**src/rtl/data_bus_bridge_pkg.sv**
```systemverilog
// data_bus_bridge_pkg
//   Shared definitions for the load/store data bus bridge:
//   - db_state_t : FSM state encoding (IDLE, REQ, WAIT, DONE), 2 bits.
//   - DEFAULT_TIMEOUT_CYCLES : default REQ+WAIT cycle budget before a fault.
//   - in_bus_phase() : true while a bus transaction is outstanding.
package data_bus_bridge_pkg;

  localparam int unsigned DEFAULT_TIMEOUT_CYCLES = 255;

  typedef enum logic [1:0] {
    DB_IDLE = 2'd0,
    DB_REQ  = 2'd1,
    DB_WAIT = 2'd2,
    DB_DONE = 2'd3
  } db_state_t;

  // REQ and WAIT are the states in which the bus owes us an answer; the
  // timeout counter runs only there.
  function automatic logic in_bus_phase(input db_state_t s);
    return (s == DB_REQ) || (s == DB_WAIT);
  endfunction

endpackage

```
**src/rtl/data_bus_bridge_timeout.sv**
```systemverilog
// bus_timeout_counter
//   16-bit cycle counter guarding one bus transaction.
//   Ports:
//     clk     in   clock, rising edge
//     reset   in   synchronous active-high reset (count -> 0)
//     clear   in   force count to 0 (priority over enable)
//     enable  in   increment count this cycle
//     expired out  count == TIMEOUT_CYCLES
module bus_timeout_counter
  import data_bus_bridge_pkg::*;
#(
  parameter int unsigned TIMEOUT_CYCLES = DEFAULT_TIMEOUT_CYCLES
) (
  input  logic clk,
  input  logic reset,
  input  logic clear,
  input  logic enable,
  output logic expired
);

  localparam logic [15:0] LIMIT = 16'(TIMEOUT_CYCLES);

  logic [15:0] count;

  // Saturate rather than wrap so a stuck enable can never alias back to a
  // small value and hide an expiry.
  always_ff @(posedge clk) begin
    if (reset) begin
      count <= 16'd0;
    end else if (clear) begin
      count <= 16'd0;
    end else if (enable && (count != 16'hFFFF)) begin
      count <= count + 16'd1;
    end
  end

  assign expired = (count == LIMIT);

endmodule

```
**src/rtl/data_bus_bridge.sv**
```systemverilog
// data_bus_bridge
//   Runs one handshaked bus transaction per core load/store, stalling the
//   core until it completes, and returns the raw 32-bit load word.
//   Ports:
//     clk, reset                  clock / synchronous active-high reset
//     core_ld, core_st            access request from the current instruction
//     memory_addr, write_data,    word address, lane-positioned data and
//     write_mask                  byte enables from memory_controller
//     load_data                   registered load word
//     stall                       hold PC/pipeline while high
//     mem_fault                   one-cycle pulse (DONE) on bus error/timeout
//     bus_req, bus_we, bus_addr,  registered bus request fields, stable from
//     bus_wdata, bus_wmask        IDLE exit until DONE
//     bus_gnt, bus_rvalid,        bus grant and response channel
//     bus_rdata, bus_err
//     dbg_state                   current FSM state
//
//   Handshake: a request is accepted in the cycle where bus_req=1 and
//   bus_gnt=1; bus_req and all request fields stay constant until then.
//   A response is accepted in any REQ/WAIT cycle where bus_rvalid=1 after
//   (or together with) the grant; bus_rdata/bus_err are ignored otherwise.
//   There is no backpressure on the response channel.
//
//   Timeout: the counter is 0 in the first REQ cycle and counts every
//   REQ/WAIT cycle, so TIMEOUT_CYCLES full cycles are allowed; in the cycle
//   where it equals TIMEOUT_CYCLES the access is abandoned, and that takes
//   priority over a response arriving in the same cycle.
module data_bus_bridge
  import data_bus_bridge_pkg::*;
#(
  parameter int unsigned TIMEOUT_CYCLES = DEFAULT_TIMEOUT_CYCLES
) (
  input  logic        clk,
  input  logic        reset,
  input  logic        core_ld,
  input  logic        core_st,
  input  logic [31:0] memory_addr,
  input  logic [31:0] write_data,
  input  logic [3:0]  write_mask,
  output logic [31:0] load_data,
  output logic        stall,
  output logic        mem_fault,
  output logic        bus_req,
  output logic        bus_we,
  output logic [31:0] bus_addr,
  output logic [31:0] bus_wdata,
  output logic [3:0]  bus_wmask,
  input  logic        bus_gnt,
  input  logic        bus_rvalid,
  input  logic [31:0] bus_rdata,
  input  logic        bus_err,
  output db_state_t   dbg_state
);

  db_state_t state;
  db_state_t next_state;

  logic core_req;
  logic launch;
  logic resp_fire;
  logic timeout;
  logic cnt_clear;
  logic cnt_enable;
  logic cnt_expired;

  assign core_req = core_ld | core_st;

  bus_timeout_counter #(
    .TIMEOUT_CYCLES(TIMEOUT_CYCLES)
  ) u_timeout (
    .clk     (clk),
    .reset   (reset),
    .clear   (cnt_clear),
    .enable  (cnt_enable),
    .expired (cnt_expired)
  );

  // State register
  always_ff @(posedge clk) begin
    if (reset) begin
      state <= DB_IDLE;
    end else begin
      state <= next_state;
    end
  end

  // Next-state logic plus the per-cycle events the datapath reacts to
  always_comb begin
    next_state = state;
    launch     = 1'b0;
    resp_fire  = 1'b0;
    timeout    = 1'b0;
    case (state)
      DB_IDLE: begin
        if (core_req) begin
          launch = 1'b1;
          // An all-zero store touches no byte, so no bus cycle is spent.
          if (core_st && (write_mask == 4'b0000)) begin
            next_state = DB_DONE;
          end else begin
            next_state = DB_REQ;
          end
        end
      end
      DB_REQ: begin
        if (cnt_expired) begin
          timeout    = 1'b1;
          next_state = DB_DONE;
        end else if (bus_gnt && bus_rvalid) begin
          resp_fire  = 1'b1;
          next_state = DB_DONE;
        end else if (bus_gnt) begin
          next_state = DB_WAIT;
        end
      end
      DB_WAIT: begin
        if (cnt_expired) begin
          timeout    = 1'b1;
          next_state = DB_DONE;
        end else if (bus_rvalid) begin
          resp_fire  = 1'b1;
          next_state = DB_DONE;
        end
      end
      DB_DONE: begin
        next_state = DB_IDLE;
      end
      default: begin
        next_state = DB_IDLE;
      end
    endcase
  end

  // Output logic
  always_comb begin
    stall      = ((state == DB_IDLE) && core_req) || in_bus_phase(state);
    cnt_clear  = (state == DB_IDLE) && (next_state == DB_REQ);
    cnt_enable = in_bus_phase(state);
    dbg_state  = state;
  end

  // Request fields: captured once at IDLE exit, held until the next launch.
  always_ff @(posedge clk) begin
    if (reset) begin
      bus_we    <= 1'b0;
      bus_addr  <= 32'd0;
      bus_wdata <= 32'd0;
      bus_wmask <= 4'd0;
    end else if (launch) begin
      bus_we    <= core_st;
      bus_addr  <= memory_addr;
      bus_wdata <= write_data;
      bus_wmask <= core_st ? write_mask : 4'd0;
    end
  end

  // bus_req is high exactly in REQ cycles, so it drops on grant or timeout
  // and is always low for DONE and the following IDLE cycle.
  always_ff @(posedge clk) begin
    if (reset) begin
      bus_req   <= 1'b0;
      mem_fault <= 1'b0;
    end else begin
      bus_req   <= (next_state == DB_REQ);
      mem_fault <= timeout || (resp_fire && bus_err);
    end
  end

  always_ff @(posedge clk) begin
    if (reset) begin
      load_data <= 32'd0;
    end else if (resp_fire) begin
      if (bus_err) begin
        load_data <= 32'd0;
      end else if (!bus_we) begin
        load_data <= bus_rdata;
      end
    end else if (timeout && !bus_we) begin
      load_data <= 32'd0;
    end
  end

endmodule

```
**config.mk**
```make
export PLATFORM = sky130hd
export DESIGN_NAME = data_bus_bridge
export DESIGN_NICKNAME = d
export VERILOG_FILES = /design/src/rtl/data_bus_bridge_pkg.sv /design/src/rtl/data_bus_bridge_timeout.sv /design/src/rtl/data_bus_bridge.sv
export SDC_FILE = /design/constraint.sdc
export NUM_CORES = 1
export LEC_CHECK = 0
export CELL_PAD_IN_SITES_DETAIL_PLACEMENT = 1
export CELL_PAD_IN_SITES_GLOBAL_PLACEMENT = 1
export CORE_UTILIZATION = 32
export CTS_BUF_LIST = sky130_fd_sc_hd__clkbuf_8
export CTS_CLUSTER_SIZE = 25
export DETAILED_ROUTE_END_ITERATION = 7
export HOLD_SLACK_MARGIN = 0.05
export PLACE_DENSITY_LB_ADDON = 0.1
export SYNTH_ARGS = -nofsm -noshare
export SYNTH_HDL_FRONTEND = slang
export SYNTH_HIERARCHICAL = 1
export SYNTH_SLANG_ARGS = --single-unit
```
**constraint.sdc**
```tcl
create_clock -name clk -period 7.8 [get_ports clk]
set_clock_uncertainty 0.05 [all_clocks]
set_input_delay 0.78 -clock clk [delete_from_list [all_inputs] [get_ports clk]]
set_output_delay 0.78 -clock clk [all_outputs]
set_load 0.03 [all_outputs]
```
==> results by group <==
Outcome
  • Outcome: finished clean

Place
  • Post-DP HPWL: 10,600 um
  • Port bufs: 212
  • Placement-stage cell area: 0.00674 mm2
  • GP Congestion: 0.749

Critical path
  • Worst R2R Path Depth: 9
  • Crit path DAT: 2.37 ns
  • Largest fanout on the critical path: 8
  • Nature of the critical path endpoint: output port
  • Startpoint Class: input port
  • Critical path data required time: 6.97 ns
  • Reg2reg setup slack: between 4 and 5 ns
  • CP Class: in2out

Final layout
  • Share of layout cells above drive strength 1: 6.90%
  • Area Overhead vs Synth: 58.5%
  • Post-route cell area: 0.00715 mm2
  • Commonest non-fill, non-tap cell in the layout: clkdlybuf4s50_1
  • ANT cells: 0
  • Most frequent cells in the layout: clkdlybuf4s50_1, nand2_1, dfxtp_1
  • Final #Nets: about 830
  • FILL cells: 1,595

STA
  • Final Hold Fails: 0
  • Slew margin rel.: between 40% and 50%
  • Final period util: 41.0%
  • Setup TNS: 0 ns
  • RSZ-0062 raised after global routing: no
  • Max Clk Rate: 0.313 GHz
  • Final Max Slew Viols: 0
  • Final min period: between 3 and 4 ns
  • Slew @ Worst Pin: 0.844 ns
  • Setup violations, final: 0

Drt
  • Vias: approximately 4,400
  • Antenna Violating Nets Remaining: 0
  • Routed WL per cell: 16.4 um
  • Post-DR vias/cell: just under 5
  • DR iter-0 viols: around 240
  • DR DRC count: 0
  • Pre-antenna DRT Iters: 4
  • Total wire length: about 15,000 um

Power and ir drop
  • Cell area power density: 322 mW/mm2
  • Static Leak: approximately 2.6 nW
  • Maximum vdd drop: 0.000214 V

CTS
  • Post-CTS Setup Bufs: 0
  • Clk buf depth: 2
  • Post-cts repair resize count: 0
  • Number of sinks on the clock net: 121
  • CTS Buf Count: 17
  • Hold bufs inserted after CTS: 0
  • Root Buffer: clkbuf_8
  • Clock transition at path regs: roughly 0.07 ns
  • CTS tree: built
  • Clk_lat worst skew: approximately 0.44 ns
  • CTS H-Tree Depth: 4

Yosys
  • Yosys top cell area share: 53.7%
  • Sequential fraction of the synthesis area: 53.7%
  • Top post-synthesis cells by area: dfxtp_1, nand2_1, a21oi_1, a22o_1, buf_2
  • Netlist Area Pre-Place: 0.00451 mm2
  • Synthesized net count: 623
  • Synthesized area per cell: 8.82 um2
  • Synth area leader: dfxtp_1
  • Flops & latches, synth: between 100 and 150
  • Distinct cells, synth: 49
  • Yosys warning total: 6
  • Cells after Synth: 511

Global routing
  • Initial antenna violation count: 0
  • Largest net degree at the start of global routing: just under 80
  • Vias in the first global route: 4,531
  • First-pass GRT wire length: 23,100 um
  • Gr ovfl total: 0
  • Total track usage: 20.5%

Floorplanning
  • Die height: 121 um
  • Core Rows: 43
  • Die area: 0.0146 mm2
  • Initial core utilization: 32.6%
  • DIE WIDTH: 121 um
  • Core area: about 0.014 mm2
  • Total I/O pin count: 213

Min path
  • Worst Hold Depth: 2
  • Worst Hold Class: reg2reg

Run
  • Max Cap Viol: 0
## metal layers
| layer | vias to the layer above | routed length (um) | global-route usage [%] |
|---|---|---|---|
| met5 | - | 0 | 0 |
| met4 | 0 | 210 | 6.56 |
| met3 | 18 | 1110 | 7.74 |
| met2 | 145 | 7220 | 34.6 |
| met1 | 2105 | 6270 | 23.8 |
| li1 | 2176 | - | - |
## cell usage after synthesis, drive strengths merged
cell	count
a22o	32
nor3	4
or4	6
and4	4
a31o	1
a21boi	1
and3	1
nor2b	2
inv	5
a32oi	1
nor3b	1
nand2b	3
a31oi	2
ha	5
a211oi	1
o2bb2ai	2
a21oi	79
nand2	146
o2111ai	1
a21o	1
o41ai	2
a41o	1
xor2	2
dfxtp	121
or3	6
buf	18
nand4	5
o21ai	6
xnor2	1
or2	1
o311ai	1
nand3	8
mux2i	1
nor2	13
clkbuf	16
o311a	1
mux2	1
o31ai	5
nor4	4
## cells by family after synthesis
kind of cell,count (synthesis),share of synthesized area [%]
AND/OR/NAND/NOR,204,20.1
AO/OA/AOI/OAI,137,19.5
flip-flops,121,53.7
adder cells (fa/ha/maj),5,1.39
XOR/XNOR,3,0.583
multiplexers,2,0.472
buffers and inverters,39,4.22
## power breakdown
group / internal (mW) / switching [mW]
Sequential: 0.728 / 0.0613
Clock: 0.316 / 0.256
Combinational: 0.358 / 0.582
Total: 1.40 / 0.899
## per-stage QoR
stage | setup WS, ns | std cells | hold WS, ns | util, % | power [mW]
2_1_floorplan | 5.25 | 511 | 0.423 | - | 1.37
3_3_place_gp | 4.62 | 874 | 0.391 | 48.7 | 1.73
3_5_place_dp | 4.59 | 874 | 0.397 | 48.7 | 1.76
6_report | 4.60 | 905 | 0.405 | 51.7 | 2.30
4_1_cts | 4.55 | 905 | 0.408 | 51.7 | 2.34
5_1_grt | 4.44 | 905 | 0.424 | 51.7 | 2.44
## path summary, 6_finish.rpt
check	from	endpoint
hold reg to reg	bus_wdata[1]	bus_wdata[1]
setup / recovery	core_st	stall
hold / removal	bus_wdata[1]	bus_wdata[1]
setup reg to reg	u_timeout/count[8]	u_timeout/count[6]
## cell type report
type	instances	area (um2)	share of cell area, %
Sequential cell	121	2420	33.9
Inverter	5	18.8	0.263
Multi-Input combinational cell	351	1920	26.8
Timing Repair Buffer	217	2150	30.2
Tap cell	180	225	3.15
Clock inverter	10	118	1.65
Clock buffer	21	289	4.04
## sequential cells by signal (all words and copies together) (netlist names)
signal           cells
bus_addr            32
bus_wdata           32
load_data           32
u_timeout/count     16
bus_wmask            4
dbg_state            2
bus_req              1
bus_we               1
mem_fault            1
## worst max-delay path, cell delays in order
cell	delay, ns
clkdlybuf4s50_1	0.69
o21ai_4	0.10
nand2b_1	0.08
clkdlybuf4s50_1	0.72
No activity file was read; power rests on OpenSTA's default activity.
